==> src/rtl/multicycle_controller.sv <==
// Multi-cycle sequencing FSM: walks the shared datapath through fetch, decode,
// execute, memory and writeback, waits on mem_ready and counts retirements.
module multicycle_controller #(
  parameter int COUNT_W = 16
) (
  input  logic               clk,
  input  logic               rst,
  input  logic [5:0]         opcode,
  input  logic [5:0]         func,
  input  logic               zero,
  input  logic               mem_ready,
  output logic               RegDst,
  output logic               ALU_Src,
  output logic               MemToReg,
  output logic               RegWrite,
  output logic               MemRead,
  output logic               MemWrite,
  output logic [1:0]         ALU_op,
  output logic               IorD,
  output logic               IRWrite,
  output logic               PCWrite,
  output logic               PCSrc,
  output logic               illegal,
  output logic [3:0]         state,
  output logic [COUNT_W-1:0] instr_count
);

  typedef enum logic [3:0] {
    FETCH  = 4'd0,
    DECODE = 4'd1,
    EXEC_R = 4'd2,
    WB_R   = 4'd3,
    ADDR   = 4'd4,
    MEM_RD = 4'd5,
    WB_LD  = 4'd6,
    MEM_WR = 4'd7,
    BRANCH = 4'd8
  } state_t;

  state_t             state_q, state_d;
  logic               is_load_q, is_load_d;
  logic               retire;
  logic [COUNT_W-1:0] count_q;

  always_ff @(posedge clk or posedge rst) begin
    if (rst) begin
      state_q   <= FETCH;
      is_load_q <= 1'b0;
      count_q   <= '0;
    end else begin
      state_q   <= state_d;
      is_load_q <= is_load_d;
      if (retire) count_q <= count_q + COUNT_W'(1);
    end
  end

  always_comb begin
    state_d   = state_q;
    is_load_d = is_load_q;
    retire    = 1'b0;
    RegDst    = 1'b0;
    ALU_Src   = 1'b0;
    MemToReg  = 1'b0;
    RegWrite  = 1'b0;
    MemRead   = 1'b0;
    MemWrite  = 1'b0;
    ALU_op    = 2'd0;
    IorD      = 1'b0;
    IRWrite   = 1'b0;
    PCWrite   = 1'b0;
    PCSrc     = 1'b0;
    illegal   = 1'b0;
    case (state_q)
      FETCH: begin
        MemRead = 1'b1;
        if (mem_ready) begin
          IRWrite = 1'b1;
          PCWrite = 1'b1;
          state_d = DECODE;
        end
      end
      DECODE: begin
        // Load/store direction is latched here so later opcode changes cannot redirect ADDR.
        is_load_d = (opcode == 6'd1);
        if (opcode == 6'd0 && func[5:2] == 4'd0)  state_d = EXEC_R;
        else if (opcode == 6'd1 || opcode == 6'd2) state_d = ADDR;
        else if (opcode == 6'd3)                   state_d = BRANCH;
        else begin
          illegal = 1'b1;
          state_d = FETCH;
        end
      end
      EXEC_R: begin
        ALU_op  = func[1:0];
        state_d = WB_R;
      end
      WB_R: begin
        RegDst   = 1'b1;
        RegWrite = 1'b1;
        ALU_op   = func[1:0];
        retire   = 1'b1;
        state_d  = FETCH;
      end
      ADDR: begin
        ALU_Src = 1'b1;
        state_d = is_load_q ? MEM_RD : MEM_WR;
      end
      MEM_RD: begin
        IorD    = 1'b1;
        MemRead = 1'b1;
        ALU_Src = 1'b1;
        if (mem_ready) state_d = WB_LD;
      end
      WB_LD: begin
        MemToReg = 1'b1;
        RegWrite = 1'b1;
        retire   = 1'b1;
        state_d  = FETCH;
      end
      MEM_WR: begin
        IorD     = 1'b1;
        MemWrite = 1'b1;
        ALU_Src  = 1'b1;
        if (mem_ready) begin
          retire  = 1'b1;
          state_d = FETCH;
        end
      end
      BRANCH: begin
        ALU_op  = 2'd1;
        PCSrc   = 1'b1;
        PCWrite = zero;
        retire  = 1'b1;
        state_d = FETCH;
      end
      default: state_d = FETCH;
    endcase
    // Reset overrides every strobe immediately, even mid-cycle.
    if (rst) begin
      RegDst   = 1'b0;
      ALU_Src  = 1'b0;
      MemToReg = 1'b0;
      RegWrite = 1'b0;
      MemRead  = 1'b0;
      MemWrite = 1'b0;
      ALU_op   = 2'd0;
      IorD     = 1'b0;
      IRWrite  = 1'b0;
      PCWrite  = 1'b0;
      PCSrc    = 1'b0;
      illegal  = 1'b0;
    end
  end

  assign state       = rst ? 4'd0 : state_q;
  assign instr_count = count_q;

endmodule

==> config.mk <==
export PLATFORM = sky130hd
export DESIGN_NAME = multicycle_controller
export DESIGN_NICKNAME = d
export VERILOG_FILES = /design/src/rtl/multicycle_controller.sv
export SDC_FILE = /design/constraint.sdc
export NUM_CORES = 1
export LEC_CHECK = 0
export CAP_MARGIN = 15
export CORE_ASPECT_RATIO = 0.5
export CORE_UTILIZATION = 41
export DETAILED_ROUTE_END_ITERATION = 8
export PLACE_DENSITY_LB_ADDON = 0.12
export SYNTH_ARGS = -nofsm -noshare
export SYNTH_HDL_FRONTEND = slang
export SYNTH_SLANG_ARGS = --single-unit
export TNS_END_PERCENT = 1
==> constraint.sdc <==
create_clock -name clk -period 2.2 [get_ports clk]
set_clock_uncertainty 0.05 [all_clocks]
set_input_delay 0.66 -clock clk [delete_from_list [all_inputs] [get_ports clk]]
set_output_delay 0.66 -clock clk [all_outputs]
set_load 0.01 [all_outputs]
# Word-level counts from Yosys, hierarchy flattened
# Cells that the tools add are included.
# word_totals
output_inout_bits	33
mem_bits_ro	0
mem_bits_rw	0
latch_bits	0
ff_bits	21
inputBits	16
word_cells	68
n_memories	0
# op_classes
div	0
muxes	38
bitwise_logic	0
mul	0
eq_ne	14
order_cmp	0
addsub	1
shifts	0
reduce_logical	12
# op_table
cell	count
$mux 4	7
$mux 1	25
$pmux 4 s6	1
$add 16x1->16 const B	1
$eq 4x3->1 const B	4
$eq 6x2->1 const B	2
$eq 4x2->1 const B	2
$logic_not 4->1	2
$reduce_or 2->1	4
$eq 6x1->1 const B	1
$logic_not 6->1	1
$ne 2x2->1 const B	3
$reduce_or 3->1	2
$eq 4x1->1 const B	1
$eq 4x4->1 const B	1
$mux 2	2
$pmux 1 s2	2
$pmux 2 s2	1
$reduce_and 3->1	1
$logic_and 1x1->1	1
$logic_or 1x1->1	1

# Depth between registers and ports, before layout
# logic_depth
ltp_word	6
mapped_depth	5
depth_no_buf	4

# Worst setup path after synthesis
# OpenSTA, ideal clock, no wires.
# synth_timing
path_kind	in2out
start	in opcode[3]
end	out illegal
setup_slack_ns	0.108
path_stages	3
arrival_ns	1.382
required_ns	1.490
n_path_buf	0
cell_sequence	or4_1 a21oi_1 nor3_1
# synth_between
elab_chain_cells	6
word_cells_on_any_way	11
classes_between	3 x eq/ne; 5 x mux; 3 x reduce/logical
# synth_lines
element	line_no	text
start, declared	8	input logic [5:0] opcode,
$eq 6x2->1, or another cell as far along	87	else if (opcode == 6'd3) state_d = BRANCH;
$mux 1 / $logic_or 1x1->1 (equally long branches)	87, 86	
$mux 1	86	else if (opcode == 6'd1 || opcode == 6'd2) state_d = ADDR;
$mux 1 (*)	85	if (opcode == 6'd0 && func[5:2] == 4'd0) state_d = EXEC_R;
$mux 1 (*)	73	case (state_q)
$mux 1 (*)	139	if (rst) begin
end, declared	23	output logic illegal,
# Every way passes the cells marked *; elsewhere a longest branch is shown, timed or not.

# Final worst setup path
# layout_timing
start	in opcode[4]
end	out illegal
# The elaborated chain is that of the path after synthesis.

==> flow_summary.yaml <==
finish:
  drive_gt1_share_pct: 35.78
  seq_area_um2: 525.5
  syn_to_final_growth_pct: 62.87
  fillers: 201
  post-route-util_pct: 74.28
  fin_nets: 222
  multi_input_area_um2: 768.2
  final_cell_mix: "buf_4 (28), dfrtp_1 (21), clkdlybuf4s50_1 (17), xnor2_1 (16), buf_2 (11)"
  final_common_cell: "buf_4"
  num_antenna_cells: 0
sta:
  min_period_ns: 2.299
  tns_ns: -0.09932
  worst_pin_slew_ns: 0.4463
  rsz0062_at_grt: "yes"
  finalSetupViolCount: 2
  slew_headroom_pct: 70.02
  period_share_pct: 104.5
  worst_slack_ns: -0.09882
  drv_slew: 0
  fmax_mhz: 435.0
  finalHoldViolCount: 0
  hold_slack_ns: 0.4300
power_and_ir_drop:
  power.density_nw_per_um2: 796.3
  internal_power_mw: 1.010
  p_comb_share_pct: 51.8
  report.power.total_mw: 1.626
  switching_power_mw: 0.6158
  seqPwrFrac_pct: 32.7
  ir_drop_v: 0.0004521
  clkPwrFrac_pct: 15.5
  switching_share_pct: 37.87
  p_leak_nw: 0.9092
die:
  rows: 13
  start_util_pct: 45.61
  dieWidth_um: 80.20
  ioPinCount: 49
  die_h_um: 41.10
  core_um2: 2749
  fp.dieArea_um2: 3296
global_route:
  grt_pass1_vias: 1232
  overflow: 0
  grt_max_degree: 17
  antenna_found_initial: 0
  grt_use_total_pct: 21.59
  grt_pass1_wl_um: 5278
synthesis:
  ys_seq_area_share_pct: 41.92
  async_reset_ff_share_pct: 100.0
  synth-seq-cells: 21
  synth.distinct_cells: 37
  avgSynthCellArea_um2: 9.719
  synth_nets: 146
  synth_edf_count: 0
  syn_inst: 129
  yosysWarningCount: 0
  netlist_area_um2: 1254
  synth_flop_cell: "dfrtp_1"
job:
  maxCapViolations: 0
detailed_routing:
  first_pass_iters: 4
  drcViolationCount: 0
  wl_per_cell_um: 13.43
  dr_total_vias: 1273
  vias_per_cell: 5.282
  ant_nets: 0
  postRouteWirelength_um: 3237
  drt_iter0_markers: 66
setup_path:
  critPathArrivalTime_ns: 1.59
  worstSetupPathType: "input port to output port"
  required_ns: 1.49
  r2r_slack_ns: 0.16
  cp_max_fo: 2
  critPathLaunchType: "input port"
  cp-end-kind: "output port"
clocking:
  clock_insertion_delay_worst_skew_ns: 0.26
  holdBufCountCts: 0
  cts_buffer_depth: 2
  clkSlewWorstSetupHoldPaths_ns: 0.07
  htreeDepth: 1
  cts.sinks: 21
  cts_buffers: 3
  cts-root-buf: "clkbuf_8"
  cts_tree: "yes"
outcome:
  status: "finished with violations"
  violations: "setup timing"
place:
  place_ws_ns: -0.7532
  dp_hpwl_um: 2337
  portBuffers: 48
  gp_congestion: 0.7776
hold_path:
  hold_class: "register to register"
-- worst max-delay path, cell delays in order --
cell and delay [ns]:
buf_6 0.09, or4_4 0.53, a21oi_2 0.13, nor3_2 0.04, buf_2 0.14
-- what timing repair did --
action	4_1_cts	5_1_grt
resized for setup	86	18
pin swaps	6	6
buffers inserted	8	0
gates cloned	0	0
endpoints found under the setup margin	23	11
-- power by group through the flow --
stage	clock [mW]	sequential, mW	combinational, mW
global route	0.275	0.541	0.923
detailed placement	0	0.534	0.814
CTS	0.256	0.529	0.807
finish	0.251	0.532	0.843
global placement	0	0.527	0.800
floorplan	0	0.533	0.401
-- per-stage QoR --
stage / cell area (µm²) / std cells
3_5_place_dp: 1923 / 229
2_1_floorplan: 1254 / 129
5_1_grt: 2042 / 241
3_3_place_gp: 1923 / 229
6_report: 2042 / 241
4_1_cts: 2011 / 241
-- registers in the layout (all words and copies together) (netlist names) --
| register | count |
|---|---|
| state_q | 4 |
| instr_count | 16 |
| is_load_q | 1 |
-- cell families after synthesis --
kind of cell | after synthesis | share of synthesized area, %
AOI/OAI and AO/OA | 24 | 13.67
xor gates and xnor gates | 18 | 12.57
adders and majority gates | 1 | 0.9978
buffers and inverters | 9 | 3.393
DFF | 21 | 41.92
muxes | 2 | 1.697
and+or+nand+nor | 54 | 25.75
-- worst paths after layout --
check	start	to	depth (start not counted)
max in group asynchronous	rst	instr_count[10]	4
min in group asynchronous	rst	is_load_q	3
worst min register to register	instr_count[15]	instr_count[15]	1
worst max register to register	state_q[2]	instr_count[1]	7
worst min-delay path	instr_count[15]	instr_count[15]	1
worst max-delay path	opcode[4]	illegal	5
-- cells in the mapped netlist, types with 2 or more instances --
cell type | n | area, µm²
a211oi_1 | 2 | 15.01
a21oi_1 | 3 | 15.01
and3_1 | 6 | 37.54
clkbuf_1 | 5 | 18.77
dfrtp_1 | 21 | 525.5
inv_1 | 2 | 7.510
nand2_1 | 6 | 22.52
nand2b_1 | 3 | 18.77
nand3b_1 | 2 | 15.01
nor2_1 | 11 | 41.29
nor2b_1 | 4 | 25.02
nor3_1 | 6 | 30.03
nor3b_1 | 2 | 15.01
nor4_1 | 3 | 18.77
o2111ai_1 | 8 | 70.07
o211ai_1 | 3 | 22.52
o21ai_0 | 4 | 20.02
o22ai_1 | 2 | 12.51
or2_2 | 2 | 12.51
xnor2_1 | 16 | 140.1
xor2_1 | 2 | 17.52
-- layout make-up --
cell class | instances | area share, %
multi-input cells | 99 | 37.62
repair buffers | 78 | 31.74
flip-flops and latches | 21 | 25.74
well taps | 37 | 2.267
clock buffers | 3 | 2.022
inverters | 2 | 0.3676
clock inverters | 1 | 0.2451
-- metal layers --
layer  vias up  wire, µm  global-route usage (%)
met3         2       143                   4.444
li1        622         -                       -
met4         0        12                   5.804
met2        40      1673                   45.73
met1       609      1407                   23.24
met5         -         0                       0
(Power assumes the default switching activity.)
